`config.mk`:
```
export PLATFORM = sky130hd
export DESIGN_NAME = fetch_sched
export DESIGN_NICKNAME = d
export VERILOG_FILES = /design/src/rtl/iq_pkg.sv /design/src/rtl/fetch_timeout.sv /design/src/rtl/fetch_sched.sv
export SDC_FILE = /design/constraint.sdc
export NUM_CORES = 1
export LEC_CHECK = 0
export ABC_AREA = 1
export CAP_MARGIN = 25
export CORE_MARGIN = 1.5
export CORE_UTILIZATION = 46
export CTS_BUF_LIST = sky130_fd_sc_hd__clkbuf_16
export DETAILED_ROUTE_END_ITERATION = 12
export GPL_ROUTABILITY_DRIVEN = 0
export GPL_TIMING_DRIVEN = 0
export PLACE_DENSITY = 0.81
export SETUP_SLACK_MARGIN = 0.2
export SLEW_MARGIN = 20
export SYNTH_ARGS = -nofsm -noshare
export SYNTH_HDL_FRONTEND = slang
export SYNTH_SLANG_ARGS = --single-unit
```
`constraint.sdc`:
```
create_clock -name clk -period 2.42 [get_ports clk]
set_input_delay 0.484 -clock clk [delete_from_list [all_inputs] [get_ports clk]]
set_output_delay 0.484 -clock clk [all_outputs]
set_load 0.01 [all_outputs]
```
`src/rtl/iq_pkg.sv`:
```
`default_nettype none
// ============================================================================
//  Module      : iq_pkg
//  Description : Shared constants and FSM state encoding for the instruction
//                fetch scheduler and the instruction queue.
//  Revision    : 1.0  initial release
// ============================================================================
package iq_pkg;

    localparam int          ISSUEWIDTH = 4;
    localparam int          BUFFERSIZE = 10;
    localparam int          TABLESIZE  = 10;
    localparam logic [31:0] NOP_INSN   = 32'h0000_0013;

    // Fetch scheduler states; the values are visible on the debug port.
    typedef enum logic [1:0] {
        ST_IDLE  = 2'd0,
        ST_REQ   = 2'd1,
        ST_WAIT  = 2'd2,
        ST_FLUSH = 2'd3
    } fetch_state_t;

endpackage
`default_nettype wire

```
`src/rtl/fetch_timeout.sv`:
```
`default_nettype none
// ============================================================================
//  Module      : fetch_timeout
//  Description : Response timeout counter. load clears the count, enable
//                advances it, expire flags the final count (LIMIT-1).
//  Revision    : 1.0  initial release
// ============================================================================
module fetch_timeout #(
    parameter int LIMIT = 64
) (
    input  logic clk,
    input  logic rst,
    input  logic i_load,
    input  logic i_enable,
    output logic o_expire
);

    localparam int               c_W    = (LIMIT > 2) ? $clog2(LIMIT) : 1;
    localparam logic [c_W-1:0]   c_LAST = c_W'(LIMIT - 1);

    logic [c_W-1:0] r_cnt;

    // Counter register: clear has priority over counting.
    always_ff @(posedge clk) begin
        if (rst || i_load) begin
            r_cnt <= '0;
        end else if (i_enable && (r_cnt != c_LAST)) begin
            r_cnt <= r_cnt + c_W'(1);
        end
    end

    assign o_expire = (r_cnt == c_LAST);

endmodule
`default_nettype wire

```
`src/rtl/fetch_sched.sv`:
```
`default_nettype none
// ============================================================================
//  Module      : fetch_sched
//  Description : Instruction fetch scheduler. Issues one outstanding fetch
//                request at a time, advances the PC from responses, handles
//                redirects/flushes, stale-response dropping and timeouts.
//                Optional build macro FETCH_SCHED_PERF_EN adds saturating
//                fetch/stall performance counters.
//  Revision    : 1.0  initial release
// ============================================================================
module fetch_sched
    import iq_pkg::*;
#(
    parameter logic [31:0] RESET_PC     = 32'h0000_0000,
    parameter int          TABLESIZE    = 10,
    parameter int          RESP_TIMEOUT = 64
) (
    input  logic        clk,
    input  logic        rst,
    input  logic        i_redirectValid_1,
    input  logic [31:0] i_redirectPC_32,
    input  logic [7:0]  i_room_8,
    output logic        o_fetchReqValid_1,
    input  logic        i_fetchReqReady_1,
    output logic [31:0] o_fetchPC_32,
    input  logic        i_fetchRespValid_1,
    input  logic [7:0]  i_cutPosition_8,
    input  logic        i_predTaken_1,
    input  logic [31:0] i_predictAddr_32,
    output logic        o_queueDrive_1,
    output logic        o_flush_1,
`ifdef FETCH_SCHED_PERF_EN
    output logic [31:0] o_fetchCnt_32,
    output logic [31:0] o_stallCnt_32,
`endif
    output logic [1:0]  o_state_2
);

    localparam logic [7:0] c_TABLE    = 8'(TABLESIZE);
    localparam logic [7:0] c_CUT_NONE = 8'hFF;

    fetch_state_t r_state, w_state_nxt;
    logic [31:0]  r_pc, w_pc_nxt;
    logic         r_drop, w_drop_nxt;

    logic         w_room_ok;
    logic         w_cut_valid;
    logic         w_push;
    logic [31:0]  w_seq_pc;
    logic         w_tmo_load;
    logic         w_tmo_enable;
    logic         w_tmo_expire;

    assign w_room_ok   = (i_room_8 >= c_TABLE);
    assign w_cut_valid = (i_cutPosition_8 != c_CUT_NONE);
    assign w_seq_pc    = r_pc + (({24'd0, i_cutPosition_8} + 32'd1) << 2);

    // A redirect in the same cycle as a response wins, so no push then.
    assign w_push = !rst && (r_state == ST_WAIT) && i_fetchRespValid_1
                    && !i_redirectValid_1 && w_cut_valid;

    // The counter only runs while genuinely waiting; anything else clears it.
    assign w_tmo_enable = (r_state == ST_WAIT) && !i_fetchRespValid_1 && !i_redirectValid_1;
    assign w_tmo_load   = !w_tmo_enable || w_tmo_expire;

    fetch_timeout #(
        .LIMIT    (RESP_TIMEOUT)
    ) u_timeout (
        .clk      (clk),
        .rst      (rst),
        .i_load   (w_tmo_load),
        .i_enable (w_tmo_enable),
        .o_expire (w_tmo_expire)
    );

    // Next-state, next-PC and drop-flag decisions.
    always_comb begin
        w_state_nxt = r_state;
        w_pc_nxt    = r_pc;
        w_drop_nxt  = r_drop;

        case (r_state)
            ST_IDLE: begin
                // A pending stale response must drain before a new request.
                if (!r_drop && w_room_ok) begin
                    w_state_nxt = ST_REQ;
                end
            end
            ST_REQ: begin
                if (i_fetchReqReady_1) begin
                    w_state_nxt = ST_WAIT;
                end
            end
            ST_WAIT: begin
                if (i_fetchRespValid_1) begin
                    w_state_nxt = ST_IDLE;
                    if (w_cut_valid) begin
                        w_pc_nxt = i_predTaken_1 ? i_predictAddr_32 : w_seq_pc;
                    end
                end else if (w_tmo_expire) begin
                    w_state_nxt = ST_REQ;
                end
            end
            default: begin
                w_state_nxt = ST_IDLE;
            end
        endcase

        // Outside WAIT any response belongs to a request abandoned by a redirect.
        if (r_drop && i_fetchRespValid_1) begin
            w_drop_nxt = 1'b0;
        end

        if (i_redirectValid_1) begin
            w_pc_nxt    = i_redirectPC_32;
            w_state_nxt = ST_FLUSH;
            // A request still in flight will answer later and must be discarded.
            if (((r_state == ST_WAIT) && !i_fetchRespValid_1) ||
                ((r_state == ST_REQ) && i_fetchReqReady_1)) begin
                w_drop_nxt = 1'b1;
            end
        end
    end

    // State, PC and drop-flag registers.
    always_ff @(posedge clk) begin
        if (rst) begin
            r_state <= ST_IDLE;
            r_pc    <= RESET_PC;
            r_drop  <= 1'b0;
        end else begin
            r_state <= w_state_nxt;
            r_pc    <= w_pc_nxt;
            r_drop  <= w_drop_nxt;
        end
    end

    assign o_fetchReqValid_1 = !rst && (r_state == ST_REQ);
    assign o_fetchPC_32      = r_pc;
    assign o_queueDrive_1    = w_push;
    assign o_flush_1         = rst || (r_state == ST_FLUSH);
    assign o_state_2         = r_state;

`ifdef FETCH_SCHED_PERF_EN
    logic [31:0] r_fetch_cnt;
    logic [31:0] r_stall_cnt;

    // Saturating counters for pushed responses and room-starved idle cycles.
    always_ff @(posedge clk) begin
        if (rst) begin
            r_fetch_cnt <= '0;
            r_stall_cnt <= '0;
        end else begin
            if (w_push && (r_fetch_cnt != 32'hFFFF_FFFF)) begin
                r_fetch_cnt <= r_fetch_cnt + 32'd1;
            end
            if ((r_state == ST_IDLE) && !w_room_ok && (r_stall_cnt != 32'hFFFF_FFFF)) begin
                r_stall_cnt <= r_stall_cnt + 32'd1;
            end
        end
    end

    assign o_fetchCnt_32 = r_fetch_cnt;
    assign o_stallCnt_32 = r_stall_cnt;
`endif

endmodule
`default_nettype wire

```
==> results.md, run 1 <==
- Min Clock Period, post-route: 2.260 ns
- Number of synthesized flops with an enable pin: 0
- # clock sinks: 41
- Clock Pin Slew Worst Setup and Hold Paths: 0.07 ns
- R2R depth: 11
- Synth cell types: 40
- Pleak: 2.426 nW
- Insertion delay to the later sink of the worst-skew pair: 0.30 ns
- PD cells: 425.8 mW/mm2
- ANT cells: 0
- # fillers: 531
- PortBufs: 120
- # DRC: 0
- Least-Margin Pin Slew: 0.5762 ns
- Syn. warnings: 0
- Kind of critical path: in -> reg
- Antenna viol nets, final: 0
- Total CTS buffers: 5
- RSZ-0062 raised after global routing: true
- R2r setup slk: 0.37 ns
- Clock buffer depth: 2
- # setup viols final: 0
- Layout overhead on the synthesized area: 58.47%
- CTS tree: yes
- Largest net degree at the start of global routing: 15
- Core area: 0.007331 mm2
- Synth Flop Type: dfxtp_1
- Async SR Flop Fraction: 0%
- WL per Instance: 16.47 um
- Cell area after placement: 0.004857 mm2
- Worst hold path class: in -> reg
- Grt ovf: 0
- Synth Instances: 573
- Average size of a mapped cell: 6.151 um2
- Post-synthesis sequential area ratio: 23.29%
- Final Cell Area: 0.005585 mm2
- Fraction of layout cells with a size suffix above 1: 22.21%
- Drt total wl: 13.42 mm
- Seq pwr share: 33.8%
- First-pass GRT wire length: 19.40 mm
- Final worst setup slack: 0.1599 ns
- Syn_nets: 671
- Die Width: 90.54 um
- Total track usage: 28.98%
- DR iter-0 viols: 484
- Number of placed cells counting well taps: 792
- Hold Path Cell Cnt: 2
- Final slew viol count: 0
- Reg2reg end: o_fetchPC_32[8]
- R2R Path Start: o_fetchPC_32[2]
- TritonRoute pass-1 iters: 8
- Startpoint class of the critical path: input pin
- Slew headroom: 61.58%
- Crit path DAT: 2.47 ns
- Synth Register Bits: 41
- Final TNS setup: 0 ns
- Maximum fanout along the worst path: 6
- Hold endpoint: o_fetchPC_32[1]
- Root buf cell: clkbuf_16
- Die height: 90.54 um
- Worst hold slack: 0.4720 ns
- Hpwl dp: 8.992 mm
- Starting Density: 48.08%
- Worst min-delay path startpoint: rst
- Setup Skew: 0.008184 ns
- Io pins: 123
- Die area: 0.008197 mm2
- Tot Pwr: 2.378 mW
- Post-route core utilization: 76.19%
- Worst EP required: 2.63 ns
- Outcome: complete, no violations
- Htree depth: 2
- Net Switching: 829.6 uW
- Comb pwr share: 37.1%
- Vias in the first global route: 4,238
- Cell row count: 31
- DR vias: 4,651
- Setup Slack @ Placement: -0.7388 ns
- Hold Vio Cnt, Final: 0
- Post-Layout Cell Count: 815
- CP Capture Type: flip-flop
- Nets: 813
- Switching Share: 34.88%
- Maxcap violations: 0
- Mapped cell area: 0.003525 mm2
- Int Pwr: 1.549 mW
- Final period util: 93.39%
- VDD IR max: 0.2676 mV
- Avg Vias per Cell: 5.707
- Antenna violations before repair: 0
- Max frequency: 0.4425 GHz
- Clock Power Share: 29.2%
-- per-layer routing --
layer	global-route usage, %	vias up	routed length [um]
met5	0	-	0
met2	48.68	295	6378
met1	36.43	2132	5318
met4	11.64	0	550
li1	-	2159	-
met3	5.135	65	1178
-- cell families (layout without fill, tap and decap cells) --
family                   after synthesis  count (layout)  synth area share [%]
AND/OR/NAND/NOR                      312             312                 39.58
XOR/XNOR                              10              10                 2.485
flip-flops                            41              41                 23.29
buffers and inverters                 93             236                 11.32
adder cells (fa/ha/maj)               12              12                 4.473
AO/OA/AOI/OAI                        105             105                 18.85
-- final cells by class --
class / count / area (um2) / share of cell area [%]
clock inverters: 3 / 22.52 / 0.4032
inverters: 75 / 291.5 / 5.220
flip-flops and latches: 41 / 820.8 / 14.70
clock buffers: 5 / 125.1 / 2.240
well taps: 99 / 123.9 / 2.218
repair buffers: 135 / 1329 / 23.79
plain buffers: 18 / 121.4 / 2.173
multi-input cells: 439 / 2751 / 49.26
-- timing repair --
action,CTS,global route
gates resized for setup,65,100
buffers inserted,8,7
pin swaps,17,56
setup endpoints to repair,29,27
hold buffers,0,0
-- worst max path at each step --
stage                       startpoint                to  slack [ns]  cells past startpoint
floorplan           i_cutPosition_8[0]  o_fetchPC_32[19]        0.21                     17
global route        i_cutPosition_8[1]  o_fetchPC_32[29]        0.05                     18
global placement    i_cutPosition_8[0]  o_fetchPC_32[21]       -0.62                     15
CTS                 i_cutPosition_8[1]  o_fetchPC_32[31]        0.21                     17
finish              i_cutPosition_8[1]  o_fetchPC_32[29]        0.16                     18
detailed placement  i_cutPosition_8[0]  o_fetchPC_32[20]       -0.74                     15
-- power by group through the flow --
stage	logic [mW]	clock network, mW	registers [mW]
2_1_floorplan	0.357	0	0.814
3_3_place_gp	0.695	0	0.806
3_5_place_dp	0.710	0	0.807
4_1_cts	0.759	0.687	0.795
5_1_grt	0.945	0.723	0.809
6_report	0.881	0.694	0.803
-- critical path, cell delays in order --
cell and delay [ns]:
buf_8 0.09, ha_4 0.14, nand2_4 0.07, nor2_4 0.12, nand2_2 0.05, xor2_1 0.14, inv_1 0.10, ha_4 0.32
nand2_4 0.09, inv_1 0.07, nand2_1 0.07, nand2_2 0.11, nand2_2 0.08, nand3_4 0.12, nand2_1 0.08, nand2_1 0.07
nand3_1 0.07, a21oi_1 0.16
-- synthesized netlist by cell type, types with 2 or more instances --
cell        n  area [um2]
a21oi_1    30       150.1
a22o_1     28       245.2
a22oi_1     2       15.01
a31oi_1     2       12.51
buf_2       5       25.02
buf_6       3       33.78
clkbuf_1    8       30.03
dfxtp_1    41       820.8
ha_1       11       137.6
inv_1      69       259.0
inv_2       5       18.77
nand2_1   147       551.8
nand2_2     7       43.79
nand3_1    51       255.2
nand3_2     4       40.04
nand3b_1    5       37.54
nand4_1     5       31.28
nor2_1     69       259.0
nor2_2      5       31.28
nor2_4      3       33.78
nor3_1      7       35.03
nor3b_1     2       15.01
o21ai_0    34       170.2
o21bai_1    4       30.03
or2_1       2       12.51
or2_2       2       12.51
xnor2_1     3       26.28
xor2_1      7       61.31
-- placed cells by master (no fill, tap or decap), drive strengths merged, types with 2 or more instances in the layout --
| master | instances |
|---|---|
| or2 | 4 |
| o21bai | 4 |
| dlygate4sd2 | 2 |
| a21oi | 31 |
| nand3b | 5 |
| ha | 11 |
| clkbuf | 15 |
| xor2 | 7 |
| nand3 | 55 |
| nor3 | 7 |
| xnor2 | 3 |
| nand2 | 155 |
| buf | 30 |
| clkinv | 3 |
| a22o | 29 |
| nor3b | 3 |
| dfxtp | 41 |
| nor2 | 77 |
| a22oi | 2 |
| o21ai | 34 |
| clkdlybuf4s50 | 110 |
| a31oi | 2 |
| nand4 | 6 |
| inv | 75 |
-- flip-flops by register name, indices dropped and copies added, names as in the netlist --
| signal | flops |
|---|---|
| u_timeout.r_cnt | 6 |
| r_drop | 1 |
| o_state_2 | 2 |
| o_fetchPC_32 | 32 |
Note: power is estimated with default switching activity, not from simulation.
==> run 2: changes to the inputs <==
--- a/config.mk
+++ b/config.mk
@@ -19,3 +19,4 @@
 export SYNTH_ARGS = -nofsm -noshare
 export SYNTH_HDL_FRONTEND = slang
 export SYNTH_SLANG_ARGS = --single-unit
+export TNS_END_PERCENT = 5
==> run 2 against run 1 <==
Compared with the run above: flip-flop and latch count unchanged; count of clock-buffer cells in the layout unchanged; clock skew down 0.0028 ns; global-route usage down 0.67 points; hold slack worse by 0.0043 ns; critical endpoint is now o_fetchPC_32[28]; critical path depth down 1; register-to-register slack better by 0.02 ns; cell count down 1.2%; combinational power down 8.5%; worst setup slack better by 0.029 ns; sequential power down 0.5%; first-iteration DRC count down 51%.
==> results.md, run 2 (synthesized netlist as in run 1, its figures left out) <==
- Outcome: complete, no violations
- # setup viols final: 0 (unchanged)
- Maxcap violations: 0 (unchanged)
- Final period util: 92.20% (-1.2 points)
- Setup Skew: 0.005390 ns (-0.002794 ns)
- CP Capture Type: flip-flop
- Hpwl dp: 8.992 mm (unchanged)
- Hold_buf cts: 0 (unchanged)
- Avg Vias per Cell: 5.545 (-2.8%)
- Tot Pwr: 2.291 mW (-3.7%)
- Vias in the first global route: 4,145 (-2.2%)
- Layout overhead on the synthesized area: 51.08%
- Most used cell, CP: nand2_1
- Multi-input logic area: 0.002592 mm2 (-5.8%)
- Htree depth: 2 (unchanged)
- Final slew viol count: 0 (unchanged)
- Post-route core utilization: 72.64% (-3.6 points)
- RSZ-0062 raised after global routing: true
- Most frequent cells in the layout: 126 x nand2_1, 111 x clkdlybuf4s50_1, 67 x inv_1, 62 x nor2_1, 46 x nand3_1
- Antenna viol nets, final: 0 (unchanged)
- Max layer used: met4
- Reg area: 820.8 um2 (unchanged)
- Worst EP required: 2.64 ns (about the same)
- Largest net degree at the start of global routing: 15 (unchanged)
- Crit path DAT: 2.45 ns (-0.02 ns)
- Antenna violations before repair: 0 (unchanged)
- PD cells: 430.2 mW/mm2 (+1.0%)
- Cell row count: 31 (unchanged)
- Fraction of layout cells with a size suffix above 1: 15.72% (-6.5 points)
- # fillers: 614 (+16%)
- Number of flip-flops under the largest register name: 32 (unchanged)
- Max frequency: 0.4482 GHz (+1.3%)
- Root buf cell: clkbuf_16
- Max incr delay on CP: 0.33 ns (about the same)
- Drt total wl: 12.21 mm (-9.1%)
- Die height: 90.54 um (unchanged)
- Startpoint class of the critical path: input pin
- Clock Pin Slew Worst Setup and Hold Paths: 0.07 ns (about the same)
- Clock buffer depth: 2 (unchanged)
- Routed length on met2: 5.904 mm (-7.4%)
- Worst hold slack: 0.4677 ns (-0.004270 ns)
- CTS tree: yes
- Min Clock Period, post-route: 2.231 ns (-0.02887 ns)
- Critical path's slowest cell: ha_4
- Insertion delay to the later sink of the worst-skew pair: 0.29 ns (about the same)
- Least-Margin Pin Slew: 0.5635 ns (-0.01271 ns)
- Worst-path cell chain: buf_4, nand3_4, nor3b_4, nand2_1, xor2_1, inv_1, ha_4, nand2_1, nand2_2, nand2_1, nand2_2, inv_2, nand3_4, nand2_1, nand2_1, nand3_1, a21oi_2
- Met3 routed WL: 959 um (-19%)
- WL per Instance: 15.16 um (-8.0%)
- VDD IR max: 0.2776 mV (+3.7%)
- PortBufs: 120 (unchanged)
- Grt ovf: 0 (unchanged)
- ANT cells: 0 (unchanged)
- Die Width: 90.54 um (unchanged)
- DR vias: 4,464 (-4.0%)
- Worst hold path class: in -> reg
- First-pass GRT wire length: 18.95 mm (-2.3%)
- Commonest non-fill, non-tap cell in the layout: nand2_1
- Kind of critical path: in -> reg
- Core area: 0.007331 mm2 (unchanged)
- Die area: 0.008197 mm2 (unchanged)
- Slew headroom: 62.43% (+0.85 points)
- Pleak: 2.355 nW (-2.9%)
- Nets: 803 (-1.2%)
- TritonRoute pass-1 iters: 6 (-2)
- Io pins: 123 (unchanged)
- # clock sinks: 41 (unchanged)
- Maximum fanout along the worst path: 5 (-1)
- Starting Density: 48.08% (unchanged)
- Total track usage: 28.31% (-0.67 points)
- DR iter-0 viols: 239 (-51%)
- # DRC: 0 (unchanged)
- Total CTS buffers: 5 (unchanged)
- M1 WL: 5.141 mm (-3.3%)
- Hold Vio Cnt, Final: 0 (unchanged)
## run 2: cell count changes in the layout (fill, tap and decap cells not counted), moves of 3 or more
cell	before	now
ha_4	7	4
buf_4	15	10
nor2_4	10	7
nand3_1	41	46
inv_1	60	67
nand2_2	35	20
nand2_1	107	126
nand3_2	10	5
nand2_4	12	9
nor2_1	59	62
buf_6	8	3
inv_2	13	7
## run 2: path summary, 6_finish.rpt
check,start,to,slack (ns),cells after the start
setup / recovery,i_cutPosition_8[2],o_fetchPC_32[28],0.19,17
setup reg to reg,o_fetchPC_32[2],o_fetchPC_32[8],0.39,11
hold reg to reg,u_timeout.r_cnt[0],u_timeout.r_cnt[0],0.47,1
hold / removal,rst,o_fetchPC_32[1],0.47,2
## run 2: routing by layer
layer,vias to the layer above,track usage (%)
met3,21,4.545
met4,0,10.19
met5,-,0
met2,239,48.18
li1,2138,-
met1,2066,35.82
## run 2: power breakdown
part | total [mW] | internal [mW] | leakage [nW] | switching [mW]
combinational | 0.806 | 0.408 | 1.94 | 0.398
clock | 0.686 | 0.384 | 0.0738 | 0.302
sequential | 0.799 | 0.726 | 0.339 | 0.0733
total | 2.29 | 1.52 | 2.35 | 0.772
## run 2: layout make-up
class,instances,area share [%]
buffer,18,2.209
tap,99,2.326
clock inverter,3,0.4229
clock buffer,5,2.350
timing repair buffer,125,23.17
sequential,41,15.41
inverter,75,5.428
multi-input combinational,439,48.68
## run 2: stage by stage
step           TNS (ns)  worst slack (ns)  std cells  area, um2
2_1_floorplan         0            0.2088        573       3532
3_3_place_gp     -12.90           -0.6194        792       4857
3_5_place_dp     -15.72           -0.7388        792       4857
4_1_cts               0            0.1173        804       5136
5_1_grt               0           0.01322        805       5325
6_report              0            0.1888        805       5325
## run 2: timing repair
action | CTS | global route
cloned | 0 | 0
setup buffers | 4 | 1
setup endpoints to repair | 29 | 27
pin swaps | 11 | 27
resized for setup | 41 | 65
## run 2: worst max-delay path, delay by kind of cell
kind,cells,cell delay (ns)
and+or+nand+nor,11,1.05
adders and majority gates,1,0.33
buffers and inverters,3,0.28
AOI/OAI and AO/OA,1,0.16
xor gates and xnor gates,1,0.14
